File: src/rtl/atomrvcore_boot_ctrl.sv
// Boot/load sequencer: streams a program image into ICCM, then releases the core reset.
// Optional CHECKSUM_EN adds a trailing checksum beat that must make the word sum zero.
module atomrvcore_boot_ctrl #(
    parameter int DATAWIDTH  = 32,
    parameter int ICCM_DEPTH = 1024,
    parameter int START_ADDR = 0,
    parameter int RST_HOLD   = 4
) (
    input  logic                            clk_i,
    input  logic                            rst_i,
    input  logic                            start_i,
    input  logic [$clog2(ICCM_DEPTH):0]     len_i,
    input  logic [DATAWIDTH-1:0]            data_i,
    input  logic                            valid_i,
    output logic                            ready_o,
    output logic                            IWR_EN_o,
    output logic                            IR_EN_o,
    output logic [DATAWIDTH-1:0]            address_o,
    output logic [DATAWIDTH-1:0]            DATA_o,
    output logic                            core_rst_o,
    output logic                            busy_o,
    output logic                            done_o,
    output logic                            err_o
);
    localparam int LW = $clog2(ICCM_DEPTH) + 1;
    localparam int HW = $clog2(RST_HOLD) + 1;

    localparam logic [2:0] ST_IDLE = 3'd0;
    localparam logic [2:0] ST_LOAD = 3'd1;
    localparam logic [2:0] ST_HOLD = 3'd2;
    localparam logic [2:0] ST_RUN  = 3'd3;
    localparam logic [2:0] ST_ERR  = 3'd4;

    logic [2:0]           state;
    logic [LW-1:0]        len_q;
    logic [LW-1:0]        cnt;
    logic [HW-1:0]        hold_cnt;
    logic [DATAWIDTH-1:0] addr;
`ifdef CHECKSUM_EN
    logic [DATAWIDTH-1:0] sum;
`endif

    logic len_ok;
    assign len_ok  = (len_i != '0) && (len_i <= LW'(ICCM_DEPTH));
    assign ready_o = (state == ST_LOAD);

    always_ff @(posedge clk_i) begin
        if (rst_i) begin
            state      <= ST_IDLE;
            len_q      <= '0;
            cnt        <= '0;
            hold_cnt   <= '0;
            addr       <= DATAWIDTH'(START_ADDR);
            IWR_EN_o   <= 1'b0;
            IR_EN_o    <= 1'b0;
            address_o  <= DATAWIDTH'(START_ADDR);
            DATA_o     <= '0;
            core_rst_o <= 1'b1;
            busy_o     <= 1'b0;
            done_o     <= 1'b0;
            err_o      <= 1'b0;
`ifdef CHECKSUM_EN
            sum        <= '0;
`endif
        end else begin
            IWR_EN_o <= 1'b0;
            case (state)
                // RUN shares IDLE's start handling: a valid start restarts the load
                ST_IDLE, ST_RUN: begin
                    if (start_i) begin
                        core_rst_o <= 1'b1;
                        IR_EN_o    <= 1'b0;
                        done_o     <= 1'b0;
                        if (len_ok) begin
                            state  <= ST_LOAD;
                            len_q  <= len_i;
                            cnt    <= '0;
                            addr   <= DATAWIDTH'(START_ADDR);
                            busy_o <= 1'b1;
`ifdef CHECKSUM_EN
                            sum    <= '0;
`endif
                        end else begin
                            state  <= ST_ERR;
                            err_o  <= 1'b1;
                            busy_o <= 1'b0;
                        end
                    end
                end
                ST_LOAD: begin
                    if (valid_i) begin
`ifdef CHECKSUM_EN
                        if (cnt == len_q) begin
                            // checksum beat: never written to ICCM
                            if ((sum + data_i) == '0) begin
                                state    <= ST_HOLD;
                                hold_cnt <= '0;
                            end else begin
                                state  <= ST_ERR;
                                err_o  <= 1'b1;
                                busy_o <= 1'b0;
                            end
                        end else begin
                            IWR_EN_o  <= 1'b1;
                            DATA_o    <= data_i;
                            address_o <= addr;
                            addr      <= addr + DATAWIDTH'(4);
                            cnt       <= cnt + LW'(1);
                            sum       <= sum + data_i;
                        end
`else
                        IWR_EN_o  <= 1'b1;
                        DATA_o    <= data_i;
                        address_o <= addr;
                        addr      <= addr + DATAWIDTH'(4);
                        cnt       <= cnt + LW'(1);
                        if (cnt == len_q - LW'(1)) begin
                            state    <= ST_HOLD;
                            hold_cnt <= '0;
                        end
`endif
                    end
                end
                // first HOLD cycle is counted as hold cycle 0
                ST_HOLD: begin
                    if (hold_cnt == HW'(RST_HOLD - 1)) begin
                        state      <= ST_RUN;
                        core_rst_o <= 1'b0;
                        IR_EN_o    <= 1'b1;
                        done_o     <= 1'b1;
                        busy_o     <= 1'b0;
                    end else begin
                        hold_cnt <= hold_cnt + HW'(1);
                    end
                end
                ST_ERR: begin
                    core_rst_o <= 1'b1;
                    IR_EN_o    <= 1'b0;
                end
                default: state <= ST_ERR;
            endcase
        end
    end
endmodule

File: config.mk
export PLATFORM = sky130hd
export DESIGN_NAME = atomrvcore_boot_ctrl
export DESIGN_NICKNAME = d
export VERILOG_FILES = /design/src/rtl/atomrvcore_boot_ctrl.sv
export SDC_FILE = /design/constraint.sdc
export NUM_CORES = 1
export LEC_CHECK = 0
export CORE_ASPECT_RATIO = 1.25
export CORE_MARGIN = 1
export CORE_UTILIZATION = 48
export DETAILED_ROUTE_END_ITERATION = 7
export PLACE_DENSITY = 0.76
export REMOVE_ABC_BUFFERS = 1
export SLEW_MARGIN = 20
export SYNTH_ARGS = -nofsm -noshare
export SYNTH_HDL_FRONTEND = slang
export SYNTH_SLANG_ARGS = --single-unit
File: constraint.sdc
create_clock -name clk_i -period 5.4 [get_ports clk_i]
set_input_delay 1.08 -clock clk_i [delete_from_list [all_inputs] [get_ports clk_i]]
set_output_delay 1.08 -clock clk_i [all_outputs]
set_load 0.03 [all_outputs]
==> run metrics <==
CTS tree=done; root buf cell=clkbuf_16; worst path bufs/invs=1; DRC viols=0; maxcap violations=0; Mean Syn Cell Area=between 8 and 9 sq um; Die Y-Extent=roughly 120 um; critical path cell sequence=clkdlybuf4s50_1, or4_1, o31a_1, nor3b_4, o2111ai_2, nor3_1, xnor2_1, nor2_1; H-Tree Level Count=4; number of synthesized flops with an enable pin=0; CTS resizes=0; Seq/Total Area, Yosys=a little under half; min Tclk post-route=3.96 ns; Inserted Diodes=0; CTS buffer count=17; largest net degree at the start of global routing=67; Fill cells=slightly above 900; RSZ-0062 raised after global routing=no; Worst-path clk slew=roughly 0.060 ns; Worst EP arrival=approximately 4.2 ns; slowest stage delay, CP=0.64 ns; final WL=between 10000 and 15000 um; Finished Core Util=approximately two thirds; crit path kind=in -> reg; Area Growth Syn to Fin=32.6%; WHS=about 0.45 ns; top cells by count, synth=143 x nand2_1, 126 x dfxtp_1, 87 x a21oi_1; fmax=~0.25 GHz; Skew-Pair Late Insertion Delay=between 0.4 and 0.5 ns; CP required=about 5.7 ns; DRT iter0 DRCs=between 200 and 250; ys async rst share=0%; Synth top area share=46.5%; I/O pin cnt=~120; final hold violations=0; Yosys warnings=0; Setup Fix Bufs, Post-CTS=0; Post-CTS Hold Buffers=0; Starting Density=49.2%; relative slew slack=between 40% and 50%; IR drop worst, VDD=between 0.2 and 0.25 mV; nets=roughly 800; Cell variety after synth=56; cell taking the most area after synthesis=dfxtp_1; Worst Setup Start Kind=input pin; status=complete, no violations; CP Capture Type=flip-flop; DIE WIDTH=approximately 100 um; Core Area=about 11000 sq um; clock sink count=around 130; Post-DP HPWL=about 8400 um; Area contributors post-synth=dfxtp_1 46%, nand2_1 9.9%, a21oi_1 8.0%; via count=4777; TritonRoute pass-1 iters=5; row cnt=43; top-count cell post-synth=nand2_1; global-route wire length before repair=between 20000 and 25000 um; setup violators final=0; cells after synthesis=656; Max Slew Vio Count=0; initial antenna violation count=0; Via density=around 5.3; Clock Skews=0.00588 ns; period utilization=between 70% and 80%; Worst-Margin Slew=0.880 ns; TNS Setup=0 ns; grt total ovfl=0; worst-path fanout max=19; dominant synthesized flop cell=dfxtp_1; per-cell routed wire length=13.6 um; post-route ant nets=0; maximum buffer depth of the clock tree=2; post-synthesis sequential element count=around 130; GP Congestion=roughly 0.83; Worst path slowest cell=nor3b_4; pwr dens=320 nW/um^2; DIE AREA=about 12000 sq um; total track usage=21.3%; share of cells above drive strength 1=8.18%; Worst path top cell family by delay=simple AND/OR/NAND/NOR gates; Cell Area, Synth=roughly 5400 sq um; vias in the first global route=~4600; Lkg Pwr=2.41 nW; number of I/O port buffers=around 120; worst hold path class=reg -> reg
==> logic make-up after synthesis <==
group	Yosys count	share of synthesized area, %
other	1	0.0691
adders and majority gates	5	1.15
muxes	13	2.42
DFF	126	46.5
buffers and inverters	55	4.40
xor gates and xnor gates	37	5.97
AOI/OAI and AO/OA	131	14.1
and+or+nand+nor	288	25.4
==> worst reg2reg max path, cell delays in order, from the launching register on <==
cell and delay [ns]:
dfxtp_1 0.52, xor2_1 0.13, nor3b_1 0.37, nor3b_4 0.70
o2111ai_2 0.54, nor3_1 0.42, xnor2_1 0.17, nor2_1 0.06
==> through the flow <==
| stage | power [W] | cell area [sq um] | std cells | setup WS (ns) |
|---|---|---|---|---|
| 4_1_cts | 0.00232 | 7200 | 905 | 1.43 |
| 3_3_place_gp | 0.00121 | 6620 | 873 | 1.12 |
| 5_1_grt | 0.00238 | 7200 | 905 | 1.19 |
| 2_1_floorplan | 0.00111 | 5250 | 618 | 1.23 |
| 6_report | 0.00230 | 7200 | 905 | 1.44 |
| 3_5_place_dp | 0.00122 | 6620 | 873 | 1.01 |
==> flip-flops by register name (all words and copies together) (netlist names) <==
signal and cells:
DATA_o 32, IR_EN_o 1, IWR_EN_o 1, addr 30, address_o 30, busy_o 1, cnt 11, core_rst_o 1
done_o 1, err_o 1, hold_cnt 3, len_q 11, state 3
==> layer usage <==
layer | routed length (um) | vias up | GRT usage, %
li1 | - | 2419 | -
met3 | 457 | 17 | 4.84
met1 | 5200 | 2247 | 24.2
met5 | 0 | - | 0
met2 | 6480 | 94 | 38.6
met4 | 182 | 0 | 8.30
==> placed cells by master, fill, tap and decap left out, types with 16 or more instances in the layout <==
| cell type | synthesis | final |
|---|---|---|
| a21oi_1 | 87 | 87 |
| clkbuf_16 | 0 | 17 |
| clkdlybuf4s50_1 | 0 | 114 |
| dfxtp_1 | 126 | 126 |
| inv_1 | 16 | 16 |
| nand2_1 | 143 | 142 |
| nor2_1 | 54 | 54 |
| o21ai_0 | 20 | 20 |
| or3_1 | 19 | 19 |
| xnor2_1 | 24 | 24 |
==> worst paths after layout <==
check	from	endpoint	slack, ns	cells after the start
max	len_i[6]	addr[29]	1.44	8
min	DATA_o[30]	DATA_o[30]	0.45	2
max reg2reg	state[0]	addr[29]	2.37	7
min reg2reg	DATA_o[30]	DATA_o[30]	0.45	2
==> power by group <==
group	total (W)	switching (W)	internal (W)
clock network	0.00110	0.000413	0.000689
registers	0.000970	0.0000191	0.000950
logic	0.000230	0.000130	0.000100
==> area by class of cell <==
class | count | area (sq um) | area share [%]
Inverter | 16 | 60.1 | 0.834
Sequential cell | 126 | 2520 | 35.0
Tap cell | 135 | 169 | 2.35
Multi-Input combinational cell | 476 | 2680 | 37.2
Clock buffer | 18 | 439 | 6.10
Clock inverter | 14 | 145 | 2.02
Timing Repair Buffer | 120 | 1180 | 16.4
(Power assumes the default switching activity.)
